==> src/rtl/sram_test_reporter_pkg.sv <==
// rtl/sram_test_reporter_pkg.sv - shared constants, FSM states and frame byte helper
package sram_test_reporter_pkg;

  localparam logic [7:0] SYNC_BYTE     = 8'hA5;
  localparam int         FRAME_BYTES   = 9;
  localparam int         STAT_PASS_BIT = 7;
  localparam int         STAT_PAT_LSB  = 0;

  typedef enum logic [1:0] {
    ST_IDLE,
    ST_LOAD,
    ST_SEND,
    ST_HALT
  } state_e;

  typedef struct packed {
    logic        test_pass;
    logic [2:0]  pattern;
    logic [15:0] count;
    logic [15:0] read;
    logic [15:0] expected;
  } status_t;

  // Payload bytes 0..7; the checksum byte is accumulated by the sender.
  function automatic logic [7:0] frame_byte(status_t s, logic [2:0] idx);
    logic [7:0] b;
    b = 8'h00;
    case (idx)
      3'd0: b = SYNC_BYTE;
      3'd1: begin
        b[STAT_PASS_BIT]       = s.test_pass;
        b[STAT_PAT_LSB +: 3]   = s.pattern;
      end
      3'd2: b = s.count[15:8];
      3'd3: b = s.count[7:0];
      3'd4: b = s.read[15:8];
      3'd5: b = s.read[7:0];
      3'd6: b = s.expected[15:8];
      default: b = s.expected[7:0];
    endcase
    return b;
  endfunction

endpackage

==> src/rtl/sram_test_reporter_if.sv <==
// rtl/sram_test_reporter_if.sv - tester status bundle consumed by the reporter
interface sram_test_reporter_if #(
  parameter int DATA_BITS = 16
);
  logic                 test_done;
  logic                 test_pass;
  logic [2:0]           pattern_state;
  logic [DATA_BITS-1:0] prev_read_data;
  logic [DATA_BITS-1:0] prev_expected_data;

  modport master (
    output test_done, test_pass, pattern_state, prev_read_data, prev_expected_data
  );

  modport slave (
    input test_done, test_pass, pattern_state, prev_read_data, prev_expected_data
  );
endinterface

==> src/rtl/sram_test_reporter_uart_tx_byte.sv <==
// rtl/sram_test_reporter_uart_tx_byte.sv - 8N1 byte transmitter, LSB first, idle high
module uart_tx_byte #(
  parameter int CLKS_PER_BIT = 868
) (
  input  logic       clk,
  input  logic       reset,
  input  logic       start,
  input  logic [7:0] data,
  output logic       tx,
  output logic       busy,
  output logic       done
);
  localparam int                BAUD_W    = $clog2(CLKS_PER_BIT);
  localparam logic [BAUD_W-1:0] BAUD_LAST = BAUD_W'(CLKS_PER_BIT - 1);

  logic [BAUD_W-1:0] baud_q;
  logic [3:0]        bit_q;
  logic [9:0]        shift_q;
  logic              busy_q;
  logic              done_q;

  // The line is always shift_q[0]; all-ones in the shifter means idle/stop level.
  always_ff @(posedge clk or posedge reset) begin
    if (reset) begin
      baud_q  <= '0;
      bit_q   <= '0;
      shift_q <= '1;
      busy_q  <= 1'b0;
      done_q  <= 1'b0;
    end else begin
      done_q <= 1'b0;
      if (!busy_q) begin
        if (start) begin
          shift_q <= {1'b1, data, 1'b0};
          baud_q  <= '0;
          bit_q   <= '0;
          busy_q  <= 1'b1;
        end
      end else if (baud_q == BAUD_LAST) begin
        baud_q  <= '0;
        shift_q <= {1'b1, shift_q[9:1]};
        if (bit_q == 4'd9) begin
          busy_q <= 1'b0;
          done_q <= 1'b1;
        end else begin
          bit_q <= bit_q + 4'd1;
        end
      end else begin
        baud_q <= baud_q + BAUD_W'(1);
      end
    end
  end

  assign tx   = shift_q[0];
  assign busy = busy_q;
  assign done = done_q;
endmodule

==> src/rtl/sram_test_reporter.sv <==
// rtl/sram_test_reporter.sv - counts tester passes and streams 9-byte status frames over UART
module sram_test_reporter
  import sram_test_reporter_pkg::*;
#(
  parameter int DATA_BITS    = 16,
  parameter int CLKS_PER_BIT = 868,
  parameter int COUNT_BITS   = 16
) (
  input  logic                  clk,
  input  logic                  reset,
  sram_test_reporter_if.slave   st,
  output logic                  uart_tx,
  output logic                  busy,
  output logic [COUNT_BITS-1:0] pass_count,
  output logic                  halted
);
  localparam logic [3:0] LAST_IDX = 4'(FRAME_BYTES - 1);
  localparam logic [3:0] END_IDX  = 4'(FRAME_BYTES);

  state_e                state_q;
  logic                  pass_prev_q, fail_seen_q, pending_q, busy_q, halted_q;
  logic [COUNT_BITS-1:0] count_q, count_d;
  status_t               frame_q, pend_q, snap_d;
  logic [3:0]            idx_q;
  logic [7:0]            csum_q, byte_d;
  logic [DATA_BITS-1:0]  read_w, exp_w;
  logic                  done_ev, fail_ev, trigger;
  logic                  tx_start, tx_busy, tx_done;

  assign read_w  = st.prev_read_data;
  assign exp_w   = st.prev_expected_data;
  assign done_ev = st.test_done && st.test_pass && (state_q != ST_HALT);
  assign fail_ev = pass_prev_q && !st.test_pass && !fail_seen_q && (state_q != ST_HALT);
  assign trigger = done_ev || fail_ev;
  assign count_d = done_ev ? count_q + COUNT_BITS'(1) : count_q;

  // Snapshot reflects this edge's inputs, including the pass being counted now.
  always_comb begin
    snap_d           = '0;
    snap_d.test_pass = st.test_pass;
    snap_d.pattern   = st.pattern_state;
    snap_d.count     = 16'(count_d);
    snap_d.read      = 16'(read_w);
    snap_d.expected  = 16'(exp_w);
  end

  assign byte_d   = (idx_q == LAST_IDX) ? csum_q : frame_byte(frame_q, idx_q[2:0]);
  assign tx_start = (state_q == ST_LOAD) && !tx_busy;

  always_ff @(posedge clk or posedge reset) begin
    if (reset) begin
      state_q     <= ST_IDLE;
      pass_prev_q <= 1'b0;
      fail_seen_q <= 1'b0;
      pending_q   <= 1'b0;
      busy_q      <= 1'b0;
      halted_q    <= 1'b0;
      count_q     <= '0;
      frame_q     <= '0;
      pend_q      <= '0;
      idx_q       <= '0;
      csum_q      <= '0;
    end else begin
      pass_prev_q <= st.test_pass;
      count_q     <= count_d;
      if (fail_ev) fail_seen_q <= 1'b1;
      // A failure always claims the single pending slot; a pass only takes it when empty.
      if ((state_q == ST_LOAD || state_q == ST_SEND) && trigger && (!pending_q || fail_ev)) begin
        pending_q <= 1'b1;
        pend_q    <= snap_d;
      end
      case (state_q)
        ST_IDLE: begin
          if (pending_q || trigger) begin
            frame_q   <= pending_q ? pend_q : snap_d;
            pending_q <= pending_q && fail_ev;
            if (pending_q && fail_ev) pend_q <= snap_d;
            idx_q     <= '0;
            csum_q    <= '0;
            busy_q    <= 1'b1;
            state_q   <= ST_LOAD;
          end
        end
        ST_LOAD: begin
          if (!tx_busy) begin
            csum_q  <= csum_q ^ byte_d;
            idx_q   <= idx_q + 4'd1;
            state_q <= ST_SEND;
          end
        end
        ST_SEND: begin
          if (tx_done) begin
            if (idx_q < END_IDX) begin
              state_q <= ST_LOAD;
            end else begin
              busy_q <= 1'b0;
              if (!frame_q.test_pass) begin
                halted_q <= 1'b1;
                state_q  <= ST_HALT;
              end else begin
                state_q <= ST_IDLE;
              end
            end
          end
        end
        default: ;
      endcase
    end
  end

  uart_tx_byte #(.CLKS_PER_BIT(CLKS_PER_BIT)) u_tx (
    .clk   (clk),
    .reset (reset),
    .start (tx_start),
    .data  (byte_d),
    .tx    (uart_tx),
    .busy  (tx_busy),
    .done  (tx_done)
  );

  assign busy       = busy_q;
  assign halted     = halted_q;
  assign pass_count = count_q;
endmodule

==> src/flat_wrapper.sv <==
// flat-port wrapper written by rule: the top's interface ports become plain ports
module sram_test_reporter_flat import sram_test_reporter_pkg::*;
#(
  parameter int DATA_BITS    = 16,
  parameter int CLKS_PER_BIT = 868,
  parameter int COUNT_BITS   = 16
)
  (clk, reset, uart_tx, busy, pass_count, halted, st_test_done, st_test_pass, st_pattern_state, st_prev_read_data, st_prev_expected_data);
  sram_test_reporter_if #(.DATA_BITS(DATA_BITS)) st_i ();
  input  logic clk;
  input  logic reset;
  output logic uart_tx;
  output logic busy;
  output logic [COUNT_BITS-1:0] pass_count;
  output logic halted;
  input wire logic [$bits(st_i.test_done)-1:0] st_test_done;
  input wire logic [$bits(st_i.test_pass)-1:0] st_test_pass;
  input wire logic [$bits(st_i.pattern_state)-1:0] st_pattern_state;
  input wire logic [$bits(st_i.prev_read_data)-1:0] st_prev_read_data;
  input wire logic [$bits(st_i.prev_expected_data)-1:0] st_prev_expected_data;
  assign st_i.test_done = st_test_done;
  assign st_i.test_pass = st_test_pass;
  assign st_i.pattern_state = st_pattern_state;
  assign st_i.prev_read_data = st_prev_read_data;
  assign st_i.prev_expected_data = st_prev_expected_data;
  sram_test_reporter #(.DATA_BITS(DATA_BITS), .CLKS_PER_BIT(CLKS_PER_BIT), .COUNT_BITS(COUNT_BITS)) u_core (.clk(clk), .reset(reset), .st(st_i), .uart_tx(uart_tx), .busy(busy), .pass_count(pass_count), .halted(halted));
endmodule
==> config.mk <==
export PLATFORM = sky130hd
export DESIGN_NAME = sram_test_reporter_flat
export DESIGN_NICKNAME = d
export VERILOG_FILES = /design/src/rtl/sram_test_reporter_pkg.sv /design/src/rtl/sram_test_reporter_if.sv /design/src/rtl/sram_test_reporter_uart_tx_byte.sv /design/src/rtl/sram_test_reporter.sv /design/src/flat_wrapper.sv
export SDC_FILE = /design/constraint.sdc
export NUM_CORES = 1
export LEC_CHECK = 0
export CORE_MARGIN = 4
export CORE_UTILIZATION = 32
export DETAILED_ROUTE_END_ITERATION = 12
export PLACE_DENSITY = 0.53
export SYNTH_ARGS = -nofsm -noshare
export SYNTH_HDL_FRONTEND = slang
export SYNTH_SLANG_ARGS = --single-unit
==> constraint.sdc <==
create_clock -name clk -period 5.65 [get_ports clk]
set_input_delay 1.13 -clock clk [delete_from_list [all_inputs] [get_ports clk]]
set_output_delay 1.13 -clock clk [all_outputs]
set_load 0.02 [all_outputs]
==> impl_results.rst, run 1 <==
.. list-table::
   :header-rows: 1

   * - Metric
     - Value
   * - Data required time of the worst path
     - 5.96 ns
   * - Via Count
     - 5477
   * - Placement row count
     - 56
   * - Footprint of the flip-flops and latches
     - 0.004116 mm²
   * - Final setup skew
     - 0.01543 ns
   * - Crit path largest cell delay
     - 0.64 ns
   * - Peak supply drop
     - 0.1356 mV
   * - Initial antenna violation count
     - 0
   * - Post-Synthesis Cell Area
     - 0.007771 mm²
   * - Endpoint of the worst hold path
     - u_core.halted$_DFFE_PP0P_
   * - Die span in y
     - 163.8 µm
   * - Global routing usage on met1
     - 20.02%
   * - CTS clock-pin slew for the worst setup and hold paths
     - 0.07 ns
   * - Average footprint of a synthesized cell
     - 10.73 µm²
   * - Max transition margin
     - 19.24%
   * - Top FF cell, synth
     - dfrtp_1
   * - Met3 track demand over resource
     - 3.212%
   * - IO Count
     - 58
   * - Highest attainable clock frequency
     - 288.5 MHz
   * - Final Hold Slack
     - 0.4675 ns
   * - First-pass GRT wire length
     - 29900 µm
   * - Hold buffer count at cts
     - 0
   * - Combined area of the multi-input logic cells
     - 0.003403 mm²
   * - Insertion delay of the later-clocked pin in the worst-skew pair
     - 0.43 ns
   * - Min Clock Period, post-route
     - 3.466 ns
   * - Placeable core region
     - 0.02368 mm²
   * - Wire length per cell
     - 16.81 µm
   * - Setup violation total in the final timing report
     - 0
   * - Total Die Area
     - 0.02684 mm²
   * - Share of final-layout standard cells stronger than drive strength 1
     - 13.86%
   * - Count of nets after finishing
     - 820
   * - All-Layer GR Usage
     - 14.29%
   * - Starting density of the core
     - 32.81%
   * - Cell with the largest stage delay on the worst path
     - or4b_4
   * - Global placement routability congestion
     - 0.7792
   * - Number of global-route vias before repair
     - 5336
   * - Power share of the sequential group
     - 49.9%
   * - Transition time at the pin with the least slew margin
     - 1.201 ns
   * - Clock root buffer
     - clkbuf_16
   * - First-pass detailed-route iteration total
     - 4
   * - Number of cells on the worst reg-to-reg path
     - 6
   * - Distinct cells, synth
     - 59
   * - Clock tree from TritonCTS
     - yes
   * - Diodes inserted
     - 0
   * - Share of the cycle needed by the critical path after routing
     - 61.35%
   * - Number of clock sinks
     - 164
   * - Global Route met2 Usage
     - 22.55%
   * - RR Endpoint
     - u_core.csum_q[4]$_DFFE_PP0P_
   * - Power per unit of standard cell area
     - 260.9 mW/mm²
   * - Clock power frac
     - 46.5%
   * - Post-synthesis async set-or-reset flop share
     - 100.0%
   * - Die width
     - 163.8 µm
   * - Cell-internal power
     - 1.839 mW
   * - Detailed Place HPWL
     - 12670 µm
   * - Slew Viols, Final
     - 0
   * - Aggregate routed wire length
     - 18460 µm
   * - Gate count after technology mapping
     - 724
   * - Synthesized flop and latch total
     - 164
   * - Number of DRC markers after the initial detailed-route iteration
     - 375
   * - Yosys warning count
     - 0
   * - Worst-path cell chain
     - clkdlybuf4s50_1 > or4b_4 > o21ai_1 > o2bb2ai_4 > buf_4 > mux2_2
   * - Port Buffers
     - 57
   * - Number of flops mapped to enable cells by yosys
     - 0
   * - Fin util
     - 38.75%
   * - Setup repair after global routing missed its margin
     - false
   * - Arrival time worst endpoint
     - 3.78 ns
   * - Antenna-violating nets left
     - 0
   * - Type of the worst setup path
     - input port to register
   * - Number of vias per cell after detailed routing
     - 4.988
   * - Overflow left after global routing
     - 0
   * - Proportion of synthesized chip area in sequential cells
     - 52.95%
   * - Combinational group share of total power
     - 3.6%
   * - Synth-to-Final Area Change
     - 18.08%
   * - Number of H-tree levels
     - 4
   * - Inserted Clock Buffers
     - 17
   * - Count of placed standard cells including taps
     - 1066
   * - GRT busiest layer
     - met2
   * - Reg-to-reg critical path startpoint
     - u_core.idx_q[2]$_DFFE_PP0P_
   * - Worst setup EP type
     - register
   * - Worst-path fanout max
     - 42
   * - Min-Delay Path Depth
     - 1
   * - Reported leakage power
     - 4.061 nW
   * - Count of final hold-check violations
     - 0
   * - Post-Syn Nets
     - 778
   * - Switching share of power
     - 23.19%
   * - Status
     - complete, no violations
   * - Number of filler instances in the final layout
     - 2392
   * - Reported max-cap violation count
     - 0
   * - Setup Buffers After CTS
     - 0
   * - Largest net degree at the start of global routing
     - 98
   * - DRC viols
     - 0
   * - Class of the tightest hold or removal check
     - register to register
   * - Post-route non-filler standard cell count
     - 1098
   * - Min-delay src
     - u_core.halted$_DFFE_PP0P_
   * - Switching Power
     - 555.3 µW
   * - R2R setup slack
     - 2.68 ns
   * - Number of gates given a new drive strength after cts
     - 0
   * - Sort of element at the start of the critical path
     - input port
   * - TNS Setup
     - 0 ns
   * - Max clock buf depth
     - 2
## placed cells by master (no fill, tap or decap), types with 17 or more instances in the layout
master and count:
a21oi_1 21, clkbuf_16 17, clkdlybuf4s50_1 57, dfrtp_1 154, inv_1 19, mux2_2 48, mux2i_1 44, nand2_1 76
nand3_1 27, nor2_1 46, o21ai_0 77
## registers in the layout, indices dropped and copies added (netlist names)
signal               cells
u_core.frame_q          52
u_core.pend_q           52
u_core.pass_count       16
u_core.u_tx.baud_q      10
u_core.u_tx.shift_q      9
u_core.csum_q            8
u_core.idx_q             4
u_core.u_tx.bit_q        4
u_core.state_q           2
u_core.busy              1
u_core.fail_seen_q       1
u_core.halted            1
u_core.pass_prev_q       1
u_core.pending_q         1
u_core.u_tx.busy         1
u_core.u_tx.done         1
## cells by family (layout without fill, tap and decap cells)
group	Yosys count	in the layout	share of synthesized area [%]
AND/OR/NAND/NOR	207	207	13.12
AO/OA/AOI/OAI	165	165	13.09
flip-flops	164	164	52.95
multiplexers	93	93	12.77
buffers and inverters	61	116	3.510
XOR/XNOR	19	19	2.141
adder cells (fa/ha/maj)	15	15	2.415
## synth_stat cells (3+ instances only)
master	n	area (µm²)
a31o_2	3	26.28
o31ai_1	5	37.54
nand3b_1	5	37.54
mux2_2	48	540.5
o22ai_1	8	50.05
buf_2	11	55.05
nor4_1	6	37.54
a22o_1	7	61.31
a221oi_1	5	43.79
buf_6	3	33.78
clkbuf_1	22	82.58
a311oi_1	4	35.03
nor2_1	46	172.7
nor3_1	5	25.02
nand2_1	76	285.3
a31oi_1	15	93.84
xor2_1	11	96.34
dfrtp_1	155	3879
nand4_1	9	56.30
and3_1	12	75.07
dfstp_2	9	236.5
inv_1	20	75.07
nand3_1	27	135.1
a21oi_1	21	105.1
o21ai_0	77	385.4
mux2i_1	44	440.4
a221o_1	4	40.04
ha_1	15	187.7
a22oi_1	3	22.52
nor2b_1	4	25.02
xnor2_1	8	70.07
## final cells by class
cell class / instances / area share [%]
repair buffers: 63 / 6.708
multi-input cells: 499 / 37.09
inverters: 21 / 0.9136
flip-flops and latches: 164 / 44.86
well taps: 319 / 4.350
clock buffers: 20 / 4.759
clock inverters: 12 / 1.323
## metrics by stage
| stage | worst slack (ns) | power [mW] | instance area, µm² |
|---|---|---|---|
| floorplan | 0.1016 | 1.254 | 7771 |
| global placement | 1.720 | 1.306 | 8618 |
| detailed placement | 1.703 | 1.307 | 8618 |
| CTS | 2.175 | 2.436 | 9176 |
| global route | 1.992 | 2.491 | 9176 |
| finish | 2.184 | 2.394 | 9176 |
## power groups by stage
stage,sequential (mW),combinational [mW],clock [mW]
6_report,1.19,0.0861,1.11
5_1_grt,1.20,0.0994,1.20
4_1_cts,1.19,0.0902,1.15
3_5_place_dp,1.22,0.0900,0
3_3_place_gp,1.22,0.0899,0
2_1_floorplan,1.21,0.0397,0
## critical path, delay by kind of cell
family / cells / cell delay (ns)
buffers and inverters: 2 / 1.13
and+or+nand+nor: 1 / 0.64
AOI/OAI and AO/OA: 2 / 0.47
muxes: 1 / 0.39
## layer usage
metal | wire length (µm) | share of wire (%)
met1 | 8845 | 48
met4 | 204 | 1.1
met2 | 8882 | 48
met5 | 0 | 0
met3 | 524 | 2.8
## how the worst max path moves through the flow
| stage | start | end | slack [ns] |
|---|---|---|---|
| floorplan | reset | u_core.busy$_DFFE_PP0P_ | 0.10 |
| global placement | st_test_pass | u_core.pend_q[12]$_DFF_PP0_ | 1.72 |
| finish | st_test_pass | u_core.pend_q[8]$_DFF_PP0_ | 2.18 |
| CTS | st_test_pass | u_core.pend_q[43]$_DFF_PP0_ | 2.18 |
| detailed placement | st_test_pass | u_core.pend_q[8]$_DFF_PP0_ | 1.70 |
| global route | st_test_pass | u_core.frame_q[46]$_DFFE_PP0P_ | 1.99 |
Note: power is estimated with default switching activity, not from simulation.
==> inputs of run 2 (changes only) <==
--- a/config.mk
+++ b/config.mk
@@ -8,7 +8,7 @@
 export CORE_MARGIN = 4
 export CORE_UTILIZATION = 32
 export DETAILED_ROUTE_END_ITERATION = 12
-export PLACE_DENSITY = 0.53
+export PLACE_DENSITY = 0.51
 export SYNTH_ARGS = -nofsm -noshare
 export SYNTH_HDL_FRONTEND = slang
 export SYNTH_SLANG_ARGS = --single-unit
==> constraint.sdc (replaced) <==
create_clock -name clk -period 3.59 [get_ports clk]
set_input_delay 0.718 -clock clk [delete_from_list [all_inputs] [get_ports clk]]
set_output_delay 0.718 -clock clk [all_outputs]
set_load 0.02 [all_outputs]
==> run 2 against run 1 <==
Compared with the run above: clock power increased by 59%; setup slack got worse by 1.3 ns; global-route usage is 0.092 points higher; cell count is 0.73% higher; critical path depth did not move; sequential cell count did not move; register-to-register slack got worse by 1.6 ns; hold slack gained 0.0069 ns; combinational power is 61% higher; non-clock buffer count up 8; power is 58% higher; count of clock-buffer cells in the layout fell by 1.
==> impl_results.rst, run 2 (synthesis results as in run 1) <==
.. list-table::
   :header-rows: 1

   * - Metric
     - Value
   * - Status
     - complete, no violations
   * - Sort of element at the start of the critical path
     - input port
   * - Number of vias per cell after detailed routing
     - 4.979
   * - Setup Buffers After CTS
     - 0
   * - Antenna-violating nets left
     - 0
   * - Max clock buf depth
     - 2
   * - Type of the worst setup path
     - input port to register
   * - Hold buffer count at cts
     - 0
   * - Final Hold Slack
     - 0.4744 ns
   * - First-pass detailed-route iteration total
     - 4
   * - Transition time at the pin with the least slew margin
     - 0.6692 ns
   * - Power per unit of standard cell area
     - 407.3 mW/mm²
   * - Number of filler instances in the final layout
     - 2396
   * - Min Clock Period, post-route
     - 2.695 ns
   * - All-Layer GR Usage
     - 14.39%
   * - Share of final-layout standard cells stronger than drive strength 1
     - 15.12%
   * - Global placement routability congestion
     - 0.7790
   * - Aggregate routed wire length
     - 18420 µm
   * - Arrival time worst endpoint
     - 3.02 ns
   * - Slew Viols, Final
     - 0
   * - Peak supply drop
     - 0.2914 mV
   * - Number of gates given a new drive strength after cts
     - 0
   * - TNS Setup
     - 0 ns
   * - Inserted Clock Buffers
     - 17
   * - Total Die Area
     - 0.02684 mm²
   * - Worst setup EP type
     - register
   * - DRC viols
     - 0
   * - Highest attainable clock frequency
     - 371.0 MHz
   * - Number of H-tree levels
     - 4
   * - Commonest non-fill, non-tap cells in the layout
     - 154 x dfrtp_1, 77 x o21ai_0, 76 x nand2_1, 57 x clkdlybuf4s50_1, 48 x mux2_2
   * - Most frequent standard cell in the layout excluding fill and tap cells
     - dfrtp_1
   * - Number of global-route vias before repair
     - 5517
   * - Die span in y
     - 163.8 µm
   * - Reported leakage power
     - 4.115 nW
   * - Placement row count
     - 56
   * - Diodes inserted
     - 0
   * - Initial antenna violation count
     - 0
   * - Starting density of the core
     - 32.81%
   * - Via Count
     - 5507
   * - Class of the tightest hold or removal check
     - register to register
   * - Reported max-cap violation count
     - 0
   * - Final setup skew
     - 0.009460 ns
   * - First-pass GRT wire length
     - 30300 µm
   * - Count of nets after finishing
     - 828
   * - Wire length per cell
     - 16.66 µm
   * - IO Count
     - 58
   * - Number of DRC markers after the initial detailed-route iteration
     - 377
   * - Setup violation total in the final timing report
     - 0
   * - Max transition margin
     - 55.22%
   * - Data required time of the worst path
     - 3.91 ns
   * - Clock root buffer
     - clkbuf_16
   * - Number of clock sinks
     - 164
   * - CTS clock-pin slew for the worst setup and hold paths
     - 0.07 ns
   * - Insertion delay of the later-clocked pin in the worst-skew pair
     - 0.43 ns
   * - Synth-to-Final Area Change
     - 19.43%
   * - Count of final hold-check violations
     - 0
   * - Overflow left after global routing
     - 0
   * - Worst-path fanout max
     - 30
   * - Placeable core region
     - 0.02368 mm²
   * - Largest net degree at the start of global routing
     - 63
   * - Detailed Place HPWL
     - 13030 µm
   * - Die width
     - 163.8 µm
   * - Clock tree from TritonCTS
     - yes
   * - Port Buffers
     - 57
   * - Share of the cycle needed by the critical path after routing
     - 75.07%
   * - Setup repair after global routing missed its margin
     - false
-- run 2: cell types whose count changed in the layout (fill, tap and decap cells not counted), sizes merged --
| cell | previous run | this run |
|---|---|---|
| buf | 6 | 14 |
| bufinv | 1 | 0 |
| clkbuf | 20 | 19 |
| clkinv | 3 | 2 |
| clkinvlp | 3 | 4 |
| inv | 26 | 28 |
-- run 2: stage by stage --
| step | cells | power, mW | setup slack (ns) | instance area (µm²) | utilization (%) |
|---|---|---|---|---|---|
| floorplan | 724 | 1.974 | 0.7946 | 7775 | - |
| global placement | 1074 | 2.060 | 0.4678 | 8715 | 36.80 |
| detailed placement | 1074 | 2.060 | 0.4341 | 8715 | 36.80 |
| CTS | 1106 | 3.842 | 0.8919 | 9281 | 39.19 |
| global route | 1106 | 3.936 | 0.7879 | 9281 | 39.19 |
| finish | 1106 | 3.780 | 0.8949 | 9281 | 39.19 |
-- run 2: routing by layer --
metal  up-vias  wire (µm)  GRT usage [%]
met2        76       8831          22.96
met5         -          0              0
met4         0        259          4.461
met3        16        557          2.685
li1       2712          -              -
met1      2703       8773          19.92
-- run 2: cell type report --
type	instances	area (µm²)	area share [%]
clock buffer	19	452.9	4.880
clock inverter	13	113.9	1.227
inverter	21	82.58	0.8897
multi-input combinational	499	3403	36.67
sequential	164	4116	44.35
tap	319	399.1	4.300
timing repair buffer	71	713.2	7.684
-- run 2: worst max-delay path, stage by stage --
cell and delay (ns):
clkdlybuf4s50_1 0.57, or4b_4 0.64, o21ai_1 0.17, o2bb2ai_4 0.28, buf_12 0.26, mux2_2 0.36
-- run 2: path summary, 6_finish.rpt --
| check | cells past startpoint | end | start | slack [ns] |
|---|---|---|---|---|
| worst max-delay path | 6 | u_core.pend_q[17]$_DFF_PP0_ | st_test_pass | 0.89 |
| worst min-delay path | 1 | u_core.u_tx.baud_q[9]$_DFFE_PP0P_ | u_core.u_tx.baud_q[9]$_DFFE_PP0P_ | 0.47 |
| worst max register to register | 7 | u_core.csum_q[3]$_DFFE_PP0P_ | u_core.idx_q[0]$_DFFE_PP0P_ | 1.04 |
| worst min register to register | 1 | u_core.u_tx.baud_q[9]$_DFFE_PP0P_ | u_core.u_tx.baud_q[9]$_DFFE_PP0P_ | 0.47 |
| max in group asynchronous | 3 | u_core.pend_q[27]$_DFF_PP0_ | reset | 2.12 |
| min in group asynchronous | 2 | u_core.fail_seen_q$_DFFE_PP0P_ | reset | 0.60 |
-- run 2: report_power, final --
part	internal [mW]	switching (mW)	leakage [nW]	total, mW
clock network	0.947	0.815	0.273	1.76
logic	0.0620	0.0767	1.66	0.139
registers	1.87	0.0136	2.18	1.88
total	2.88	0.905	4.12	3.78
==> inputs of run 3 (changes only) <==
==> constraint.sdc (replaced) <==
create_clock -name clk -period 2.8 [get_ports clk]
set_input_delay 0.56 -clock clk [delete_from_list [all_inputs] [get_ports clk]]
set_output_delay 0.56 -clock clk [all_outputs]
set_load 0.02 [all_outputs]
==> run 3 against run 2 <==
Compared with the run above: core utilization increased by 0.56 points; critical path depth up 1; sequential cell count is the same; critical path type is now register to register; largest power group is now the clock network.
==> impl_results.rst, run 3 (synthesis results as in run 1) <==
.. list-table::
   :header-rows: 1

   * - Metric
     - Value
   * - Inserted Clock Buffers
     - 17
   * - Slew Viols, Final
     - 0
   * - Number of global-route vias before repair
     - 5652
   * - Count of nets after finishing
     - 838
   * - Endpoint of the worst hold path
     - u_core.frame_q[42]$_DFFE_PP0P_
   * - Highest attainable clock frequency
     - 422.1 MHz
   * - Total Die Area
     - 0.02684 mm²
   * - Number of vias per cell after detailed routing
     - 4.995
   * - Setup Buffers After CTS
     - 0
   * - Aggregate routed wire length
     - 18380 µm
   * - Reported leakage power
     - 4.193 nW
   * - Setup repair after global routing missed its margin
     - false
   * - Transition time at the pin with the least slew margin
     - 0.6694 ns
   * - Number of buffers and inverters on the critical path
     - 1
   * - Type of the worst setup path
     - register to register
   * - Reported max-cap violation count
     - 0
   * - Min Clock Period, post-route
     - 2.369 ns
   * - Worst-path fanout max
     - 13
   * - Diodes inserted
     - 0
   * - Global routing usage on met1
     - 19.88%
   * - Share of final-layout standard cells stronger than drive strength 1
     - 16.06%
   * - Number of filler instances in the final layout
     - 2345
   * - Power per unit of standard cell area
     - 535.0 mW/mm²
   * - Largest net degree at the start of global routing
     - 107
   * - Initial antenna violation count
     - 0
   * - Number of DRC markers after the initial detailed-route iteration
     - 301
   * - Kind of cell adding the most delay to the critical path
     - compound AO/OA/AOI/OAI gates
   * - Placement row count
     - 56
   * - Number of gates given a new drive strength after cts
     - 0
   * - Worst setup EP type
     - register
   * - Switching Power
     - 1.120 mW
   * - Port Buffers
     - 57
   * - Combined area of the multi-input logic cells
     - 0.003403 mm²
   * - Detailed Place HPWL
     - 12810 µm
   * - Number of clock sinks
     - 164
   * - Die width
     - 163.8 µm
   * - Standard cell area after detailed placement
     - 0.008802 mm²
   * - Wire length per cell
     - 16.47 µm
   * - Hold buffer count at cts
     - 0
   * - Setup violation total in the final timing report
     - 0
   * - TNS Setup
     - 0 ns
   * - Global Route met2 Usage
     - 23.07%
   * - Final setup skew
     - 0.01400 ns
   * - Most frequent standard cell in the layout excluding fill and tap cells
     - dfrtp_1
   * - Crit path setup slack, layout
     - 0.4310 ns
   * - Fin util
     - 39.75%
   * - Insertion delay of the later-clocked pin in the worst-skew pair
     - 0.43 ns
   * - Data required time of the worst path
     - 3.12 ns
   * - Count of final hold-check violations
     - 0
   * - Via Count
     - 5574
   * - Met3 track demand over resource
     - 2.961%
   * - Crit path largest cell delay
     - 0.49 ns
   * - Max transition margin
     - 55.21%
   * - Die span in y
     - 163.8 µm
   * - Class of the tightest hold or removal check
     - register to register
   * - Min-Delay Path Depth
     - 2
   * - Combinational group share of total power
     - 3.6%
   * - Clock tree from TritonCTS
     - yes
   * - GRT busiest layer
     - met2
   * - Synth-to-Final Area Change
     - 21.14%
   * - R2R setup slack
     - 0.43 ns
   * - RR Endpoint
     - u_core.csum_q[3]$_DFFE_PP0P_
   * - Sort of element at the start of the critical path
     - register
   * - First-pass detailed-route iteration total
     - 5
   * - Peak supply drop
     - 0.3189 mV
   * - IO Count
     - 58
   * - Arrival time worst endpoint
     - 2.68 ns
   * - Status
     - complete, no violations
   * - Placeable core region
     - 0.02368 mm²
   * - Antenna-violating nets left
     - 0
   * - DRC viols
     - 0
   * - First-pass GRT wire length
     - 30440 µm
   * - Final design instance area without fill
     - 0.009414 mm²
   * - Max clock buf depth
     - 2
   * - Power share of the sequential group
     - 47.9%
   * - Worst-path cell chain
     - inv_1 > ha_1 > or4_1 > o22ai_1 > a31oi_1 > a21oi_1 > a31o_2
   * - Worst setup slack before clock tree synthesis
     - 0.08482 ns
   * - Cell with the largest stage delay on the worst path
     - ha_1
   * - Commonest non-fill, non-tap cells in the layout
     - 154 x dfrtp_1, 77 x o21ai_0, 76 x nand2_1, 57 x clkdlybuf4s50_1, 48 x mux2_2
   * - Clock power frac
     - 48.6%
   * - Number of cells on the worst reg-to-reg path
     - 7
   * - Clock root buffer
     - clkbuf_16
   * - Switching share of power
     - 22.24%
   * - Number of H-tree levels
     - 4
   * - Footprint of the flip-flops and latches
     - 0.004116 mm²
   * - Cell-internal power
     - 3.916 mW
   * - All-Layer GR Usage
     - 14.40%
   * - Starting density of the core
     - 32.81%
   * - Overflow left after global routing
     - 0
   * - Min-delay src
     - u_core.frame_q[42]$_DFFE_PP0P_
   * - Reg-to-reg critical path startpoint
     - u_core.idx_q[0]$_DFFE_PP0P_
   * - Share of the cycle needed by the critical path after routing
     - 84.61%
   * - CTS clock-pin slew for the worst setup and hold paths
     - 0.07 ns
   * - Global placement routability congestion
     - 0.7912
==> run 3: cell count changes in the layout (fill, tap and decap cells not counted), sizes merged <==
cell,before,now
buf,14,24
clkinvlp,4,2
inv,28,25
bufinv,0,3
clkinv,2,4
==> run 3: power groups by stage <==
stage	clock network (mW)	logic (mW)	registers, mW
floorplan	0	0.0806	2.45
CTS	2.51	0.187	2.41
global placement	0	0.186	2.46
global route	2.61	0.203	2.41
finish	2.45	0.179	2.41
detailed placement	0	0.186	2.46
==> run 3: how the worst max path moves through the flow <==
stage	from	to	slack [ns]	cells past startpoint
2_1_floorplan	reset	u_core.busy$_DFFE_PP0P_	0.16	1
3_3_place_gp	st_test_pass	u_core.pend_q[19]$_DFF_PP0_	0.12	6
3_5_place_dp	st_test_pass	u_core.pend_q[24]$_DFF_PP0_	0.08	6
4_1_cts	u_core.state_q[0]$_DFFE_PP0P_	u_core.pend_q[24]$_DFF_PP0_	0.45	6
5_1_grt	u_core.idx_q[0]$_DFFE_PP0P_	u_core.csum_q[0]$_DFFE_PP0P_	0.16	7
6_report	u_core.idx_q[0]$_DFFE_PP0P_	u_core.csum_q[3]$_DFFE_PP0P_	0.43	7
==> run 3: layout make-up <==
type	instances	area share [%]
clock buffer	19	4.705
clock inverter	13	1.794
inverter	21	0.8772
multi-input combinational	499	36.15
sequential	164	43.73
tap	319	4.240
timing repair buffer	81	8.506
==> run 3: through the flow <==
step	instances	hold WS (ns)	power (mW)
after global routing	1116	0.5047	5.225
after detailed placement	1084	0.4697	2.642
after CTS	1116	0.4857	5.111
final	1116	0.4823	5.037
after floorplan	724	0.4423	2.531
after global placement	1084	0.4592	2.641
==> run 3: worst register-to-register path, delay by kind of cell, from the launching register on <==
kind                     cells  cell delay (ns)
AO/OA/AOI/OAI                4             0.79
adder cells (fa/ha/maj)      1             0.49
flip-flops                   1             0.42
AND/OR/NAND/NOR              1             0.39
buffers and inverters        1             0.16
==> run 3: routing by layer <==
layer / vias to the layer above / routed length, µm / share of wire [%]
met4: 0 / 210 / 1.1
met5: - / 0 / 0
met3: 21 / 655 / 3.6
met1: 2746 / 8723 / 47
met2: 85 / 8794 / 48
li1: 2722 / - / -
